`src/rtl/dot_product.sv`:
```
// Pipelined signed dot product: registered products, a registered binary adder tree,
// then a width conversion into DotProduct. Optional clamp via DOT_PRODUCT_SATURATE_EN.
module dot_product #(
    parameter int unsigned INPUT_FEATURES = 4,
    parameter int unsigned INPUT_WIDTH    = 4,
    parameter int unsigned WEIGHT_WIDTH   = 8,
    parameter int unsigned OUTPUT_WIDTH   = 16
) (
    input  logic                                   Clock,
    input  logic                                   Reset,
    input  logic                                   start,
    input  logic [INPUT_FEATURES*INPUT_WIDTH-1:0]  A,
    input  logic [INPUT_FEATURES*WEIGHT_WIDTH-1:0] B,
    output logic [OUTPUT_WIDTH-1:0]                DotProduct,
    output logic                                   readEn
);

    localparam int unsigned Levels = $clog2(INPUT_FEATURES);
    localparam int unsigned ProdW  = INPUT_WIDTH + WEIGHT_WIDTH;
    localparam int unsigned SumW   = ProdW + Levels;

    // Number of operands alive at tree level lvl (level 0 holds the products).
    function automatic int unsigned level_cnt(int unsigned lvl);
        return (INPUT_FEATURES + (32'd1 << lvl) - 32'd1) >> lvl;
    endfunction

    // Level l is combinational from the registers of level l-1; every level except the
    // last is registered, the last one feeds the output register directly.
    for (genvar l = 0; l <= Levels; l++) begin : g_lvl
        localparam int unsigned Cnt = level_cnt(l);
        logic signed [SumW-1:0] sum_d [Cnt];

        if (l == 0) begin : g_mul
            logic signed [ProdW-1:0] a_ext;
            logic signed [ProdW-1:0] b_ext;
            logic signed [ProdW-1:0] prod;
            always_comb begin
                a_ext = '0;
                b_ext = '0;
                prod  = '0;
                for (int unsigned i = 0; i < Cnt; i++) begin
                    a_ext    = ProdW'($signed(A[i*INPUT_WIDTH +: INPUT_WIDTH]));
                    b_ext    = ProdW'($signed(B[i*WEIGHT_WIDTH +: WEIGHT_WIDTH]));
                    prod     = a_ext * b_ext;
                    sum_d[i] = SumW'(prod);
                end
            end
        end else begin : g_add
            localparam int unsigned PrevCnt = level_cnt(l - 1);
            always_comb begin
                for (int unsigned j = 0; j < Cnt; j++) begin
                    if (2 * j + 1 < PrevCnt) begin
                        sum_d[j] = g_lvl[l-1].g_reg.sum_q[2*j] + g_lvl[l-1].g_reg.sum_q[2*j+1];
                    end else begin
                        sum_d[j] = g_lvl[l-1].g_reg.sum_q[2*j];
                    end
                end
            end
        end

        if (l < Levels) begin : g_reg
            // Data carries no reset; only the valid bits decide what reaches the output.
            logic signed [SumW-1:0] sum_q [Cnt];
            always_ff @(posedge Clock) begin
                sum_q <= sum_d;
            end
        end
    end

    logic signed [SumW-1:0]   final_sum;
    logic [OUTPUT_WIDTH-1:0] conv;

    assign final_sum = g_lvl[Levels].sum_d[0];

`ifdef DOT_PRODUCT_SATURATE_EN
    if (SumW > OUTPUT_WIDTH) begin : g_sat
        localparam int unsigned TopW = SumW - OUTPUT_WIDTH + 1;
        logic [TopW-1:0] top_bits;
        assign top_bits = final_sum[SumW-1:OUTPUT_WIDTH-1];
        // The sum fits only if every bit above the result sign bit matches it.
        always_comb begin
            conv = final_sum[OUTPUT_WIDTH-1:0];
            if (top_bits != '0 && top_bits != '1) begin
                conv = final_sum[SumW-1] ? {1'b1, {(OUTPUT_WIDTH-1){1'b0}}}
                                         : {1'b0, {(OUTPUT_WIDTH-1){1'b1}}};
            end
        end
    end else begin : g_ext
        assign conv = OUTPUT_WIDTH'(final_sum);
    end
`else
    assign conv = OUTPUT_WIDTH'(final_sum);
`endif

    logic [Levels:0]         valid_d;
    logic [Levels:0]         valid_q;
    logic [OUTPUT_WIDTH-1:0] dot_d;
    logic [OUTPUT_WIDTH-1:0] dot_q;

    always_comb begin
        valid_d    = '0;
        valid_d[0] = start;
        for (int unsigned i = 1; i <= Levels; i++) begin
            valid_d[i] = valid_q[i-1];
        end
        dot_d = dot_q;
        if (valid_d[Levels]) begin
            dot_d = conv;
        end
    end

    always_ff @(posedge Clock) begin
        if (Reset) begin
            valid_q <= '0;
            dot_q   <= '0;
        end else begin
            valid_q <= valid_d;
            dot_q   <= dot_d;
        end
    end

    assign readEn     = valid_q[Levels];
    assign DotProduct = dot_q;

endmodule

```
`config.mk`:
```
export PLATFORM = sky130hd
export DESIGN_NAME = dot_product
export DESIGN_NICKNAME = d
export VERILOG_FILES = /design/src/rtl/dot_product.sv
export SDC_FILE = /design/constraint.sdc
export NUM_CORES = 1
export LEC_CHECK = 0
export CORE_MARGIN = 1
export CORE_UTILIZATION = 45
export CTS_CLUSTER_DIAMETER = 100
export DETAILED_ROUTE_END_ITERATION = 16
export PLACE_DENSITY = 0.72
export SKIP_CTS_REPAIR_TIMING = 1
export SYNTH_ARGS = -nofsm -noshare
export SYNTH_HDL_FRONTEND = slang
export SYNTH_SLANG_ARGS = --single-unit
```
`constraint.sdc`:
```
create_clock -name Clock -period 9.2 [get_ports Clock]
set_input_delay 0.92 -clock Clock [delete_from_list [all_inputs] [get_ports Clock]]
set_output_delay 0.92 -clock Clock [all_outputs]
set_load 0.02 [all_outputs]
```
Word level (Yosys, flattened, before mapping)
Cells that the tools add are included.

operators by class
  multiply operators = 4
  add/subtract/negate cells = 3

operators with widths
  kind            count
  $mul 4x8->12    4
  $add 12x12->13  2
  $add 13x13->14  1

storage, ports and cells
  register bits = 91
  output and inout bits = 17
  word-level logic and storage cells = 15
  bits of input ports = 51

Depth between registers and ports, before layout
  word-level depth = 1
  gate-level depth with buffers = 13
  mapped depth without buffers = 13

Worst setup path after synthesis
No wires, ideal clock.

  path kind = input port to flip-flop
  start point = in B[8]
  end point = reg, netlist name g_lvl[0].g_reg.sum_q[39]
  cell stages on the path = 12
  buffers on the path = 0
  data arrival time = 3964 ps
  setup slack = 5115 ps
  required time = 9079 ps
  library setup time = 121 ps
  cell sequence = nand2b_1 -> fa_1 -> fa_1 -> inv_1 -> fa_1 -> ha_1 -> fa_1 -> a21o_1 -> a211oi_1 -> nor2_1 -> o22ai_1 -> xnor2_1

RTL lines
  item         line  text
  from (decl)  13    input logic [INPUT_FEATURES*WEIGHT_WIDTH-1:0] B,

==> results.toml <==
[timing]
drv_slew = 0
max_freq_mhz = 222
worst_slew_pin_slew_ns = 0.736
hold_viol = 0
fin_skew_ns = 0.00727
period_share_pct = 49.0
rsz0062_at_grt = "false"
min_period_ns = 4.51
fin_tns_setup_ns = 0
worst_slack_ns = 4.69
setup_viol = 0
relSlewSlack_pct = 50.8

[cts]
clkSinkCount = 91
tritoncts = "done"
cts_made_buffers = 9
clk_pin_slew_ns = 0.06
worstSkewPairLatency_ns = 0.34
clock-root-buffer = "clkbuf_16"
clockBufferDepth = 2
htreeDepth = 3

[synth]
ys_types = 61
synth.area.top_cells = "dfxtp_1 (23%), ha_1 (18%), fa_1 (18%)"
syn-num-nets = 1076
yosysWarnings = 0
yosys.area.top_type = "dfxtp_1"
syn_area_um2 = 8080
synth_cells = 837
ys_seq_elements = 91
synthFlopType = "dfxtp_1"
synth_top_area_share_pct = 22.5
synth.avg_cell_area_um2 = 9.66
synth_edf_count = 0
yosysSeqAreaShare_pct = 22.5
async_flop_share_pct = 0

[die]
initial_utilization_pct = 46.4
die_h_um = 136
core_area_um2 = 17400
dieArea_um2 = 18500
core.rowCount = 48
io_pins = 68
dieWidth_um = 136

[run]
cap_violations = 0

[global_routing]
grt-ovfl-total = 0
grt_start_max_net_pins = 21
grt_pass1_wl_um = 25800
grt_use_total_pct = 17.4
antenna_found_initial = 0
grt_pass1_vias = 5657

[critical_path]
cp_top_family = "adder cells"
required_ns = 9.43
cp-startpoint = "A[7]"
cp_data_arrival_time_ns = 4.74
critical_path.max_fanout = 9
critPathLaunchType = "input port"
r2r_slack_ns = 7.01
crit_top_cell = "fa_1"
r2r-start = "g_lvl[1].g_reg.sum_q[14]"
critPathKind = "in -> reg"
worst_path_largest_cell_delay_ns = 0.66
worstReg2RegEnd = "DotProduct[10]"
end_kind = "flip-flop"
crit_chain = "clkdlybuf4s50_1, nand2b_1, fa_1, fa_1, inv_1, fa_1, ha_1, fa_1, a21o_1, a211oi_1, nor2_1, o22ai_1, xnor2_1"
crit_slowest_cell = "clkdlybuf4s50_1"
path_buf_inv = 2
worstRegToRegCells = 8

[place]
preCtsSetupSlack_ns = 4.35
globalplace.congestion = 0.860
dp_hpwl_um = 12400
post_dp_cell_area_um2 = 8990
placement.io_buffers = 67

[pwr]
ir_drop_mv = 0.192
p_total_uw = 2580
p_leak_uw = 0.00426
power.density_nw_per_um2 = 278

[min_path]
holdCritStartpoint = "valid_q[0]"
holdPathEnd = "valid_q[1]"
hold_class = "reg -> reg"
min_path_cells = 1

[layout]
diodes = 0
nFillCells = 1604
design_area_um2 = 9280
syn_to_final_growth_pct = 14.9
layout.nets = 1144
layout-drive-gt1-share_pct = 3.30

[routing]
num_vias = 5839
wire_per_inst_um = 13.1
ant_nets = 0
drc = 0
vias_per_cell = 5.14
firstDrtPassIters = 6
drtIter0Drc = 323
routed_wl_um = 14800

[status]
outcome = "completed"
## flip-flops by register name (all words and copies together) (netlist names)
name and count:
g_lvl.g_reg.sum_q 74, valid_q 3, DotProduct 14
## layout make-up
class                   instances  area [um^2]  area share [%]
multi-input cells             667         5950            64.1
well taps                     225          282            3.03
flip-flops and latches         91         1820            19.6
inverters                      69          259            2.79
repair buffers                 67          671            7.22
clock buffers                  12          246            2.66
clock inverters                 4         50.0           0.539
## per-stage QoR
stage,hold WS (ns),cells,utilization [%]
3_5_place_dp,0.424,1119,51.6
5_1_grt,0.451,1135,53.3
2_1_floorplan,0.414,837,-
3_3_place_gp,0.420,1119,51.6
6_report,0.434,1135,53.3
4_1_cts,0.439,1135,53.3
## cells by family after synthesis
logic type      after synthesis  synth area share, %
simple gates                272                 18.5
flops                        91                 22.5
xor+xnor                     58                 6.29
fa+ha+maj                   188                 35.7
buf+inv                      79                 3.79
mux                           9                 1.21
compound gates              140                 12.0
## placed cells by master, fill, tap and decap left out, drive strengths merged, types with 8 or more instances in the layout
cell	count
nor2	43
ha	117
xor2	8
a21oi	35
xnor2	50
a21o	22
fa	71
o21ai	25
nand2b	15
dfxtp	91
nor2b	36
clkdlybuf4s50	67
nor3	13
inv	69
nand2	50
a211oi	14
and2	77
clkbuf	12
## cell usage after synthesis, drive strengths merged (2+ instances only)
master / number
nand3: 7
a21oi: 35
xnor2: 50
a311o: 2
a211o: 3
and3: 5
nand4: 7
nor3: 13
a2bb2oi: 4
a21o: 22
o21ba: 2
nor4: 4
o41ai: 6
ha: 117
mux2: 6
o2111ai: 2
nor2b: 36
fa: 71
a31oi: 2
mux2i: 3
xor2: 8
nand4b: 5
inv: 69
clkbuf: 4
o21ai: 25
o31ai: 2
or3: 4
o211a: 2
o21a: 4
dfxtp: 91
buf: 6
nand3b: 2
o211ai: 4
nand2: 50
a2111oi: 2
nand2b: 15
o22ai: 3
nor2: 43
and2: 77
a211oi: 14
## worst max path at each step
stage,endpoint,slack (ns),cells after the start
final,g_lvl[0].g_reg.sum_q[39],4.69,13
after floorplan,g_lvl[0].g_reg.sum_q[39],5.12,12
after CTS,g_lvl[0].g_reg.sum_q[53],4.69,13
after global placement,g_lvl[0].g_reg.sum_q[11],4.38,13
after detailed placement,g_lvl[0].g_reg.sum_q[53],4.35,13
after global routing,g_lvl[0].g_reg.sum_q[53],4.43,13
## per-layer routing
layer  vias up  wire length (um)  global-route usage (%)
met5         -                 0                       0
met4         0               150                    4.26
met3         9               464                    1.45
met2       104              6580                    27.5
met1      2709              7630                    25.5
li1       3017                 -                       -
## power by group
part	switching, uW	internal (uW)
clock	144	218
combinational	865	724
sequential	66.3	565
Power figures use the tool's default switching activity.
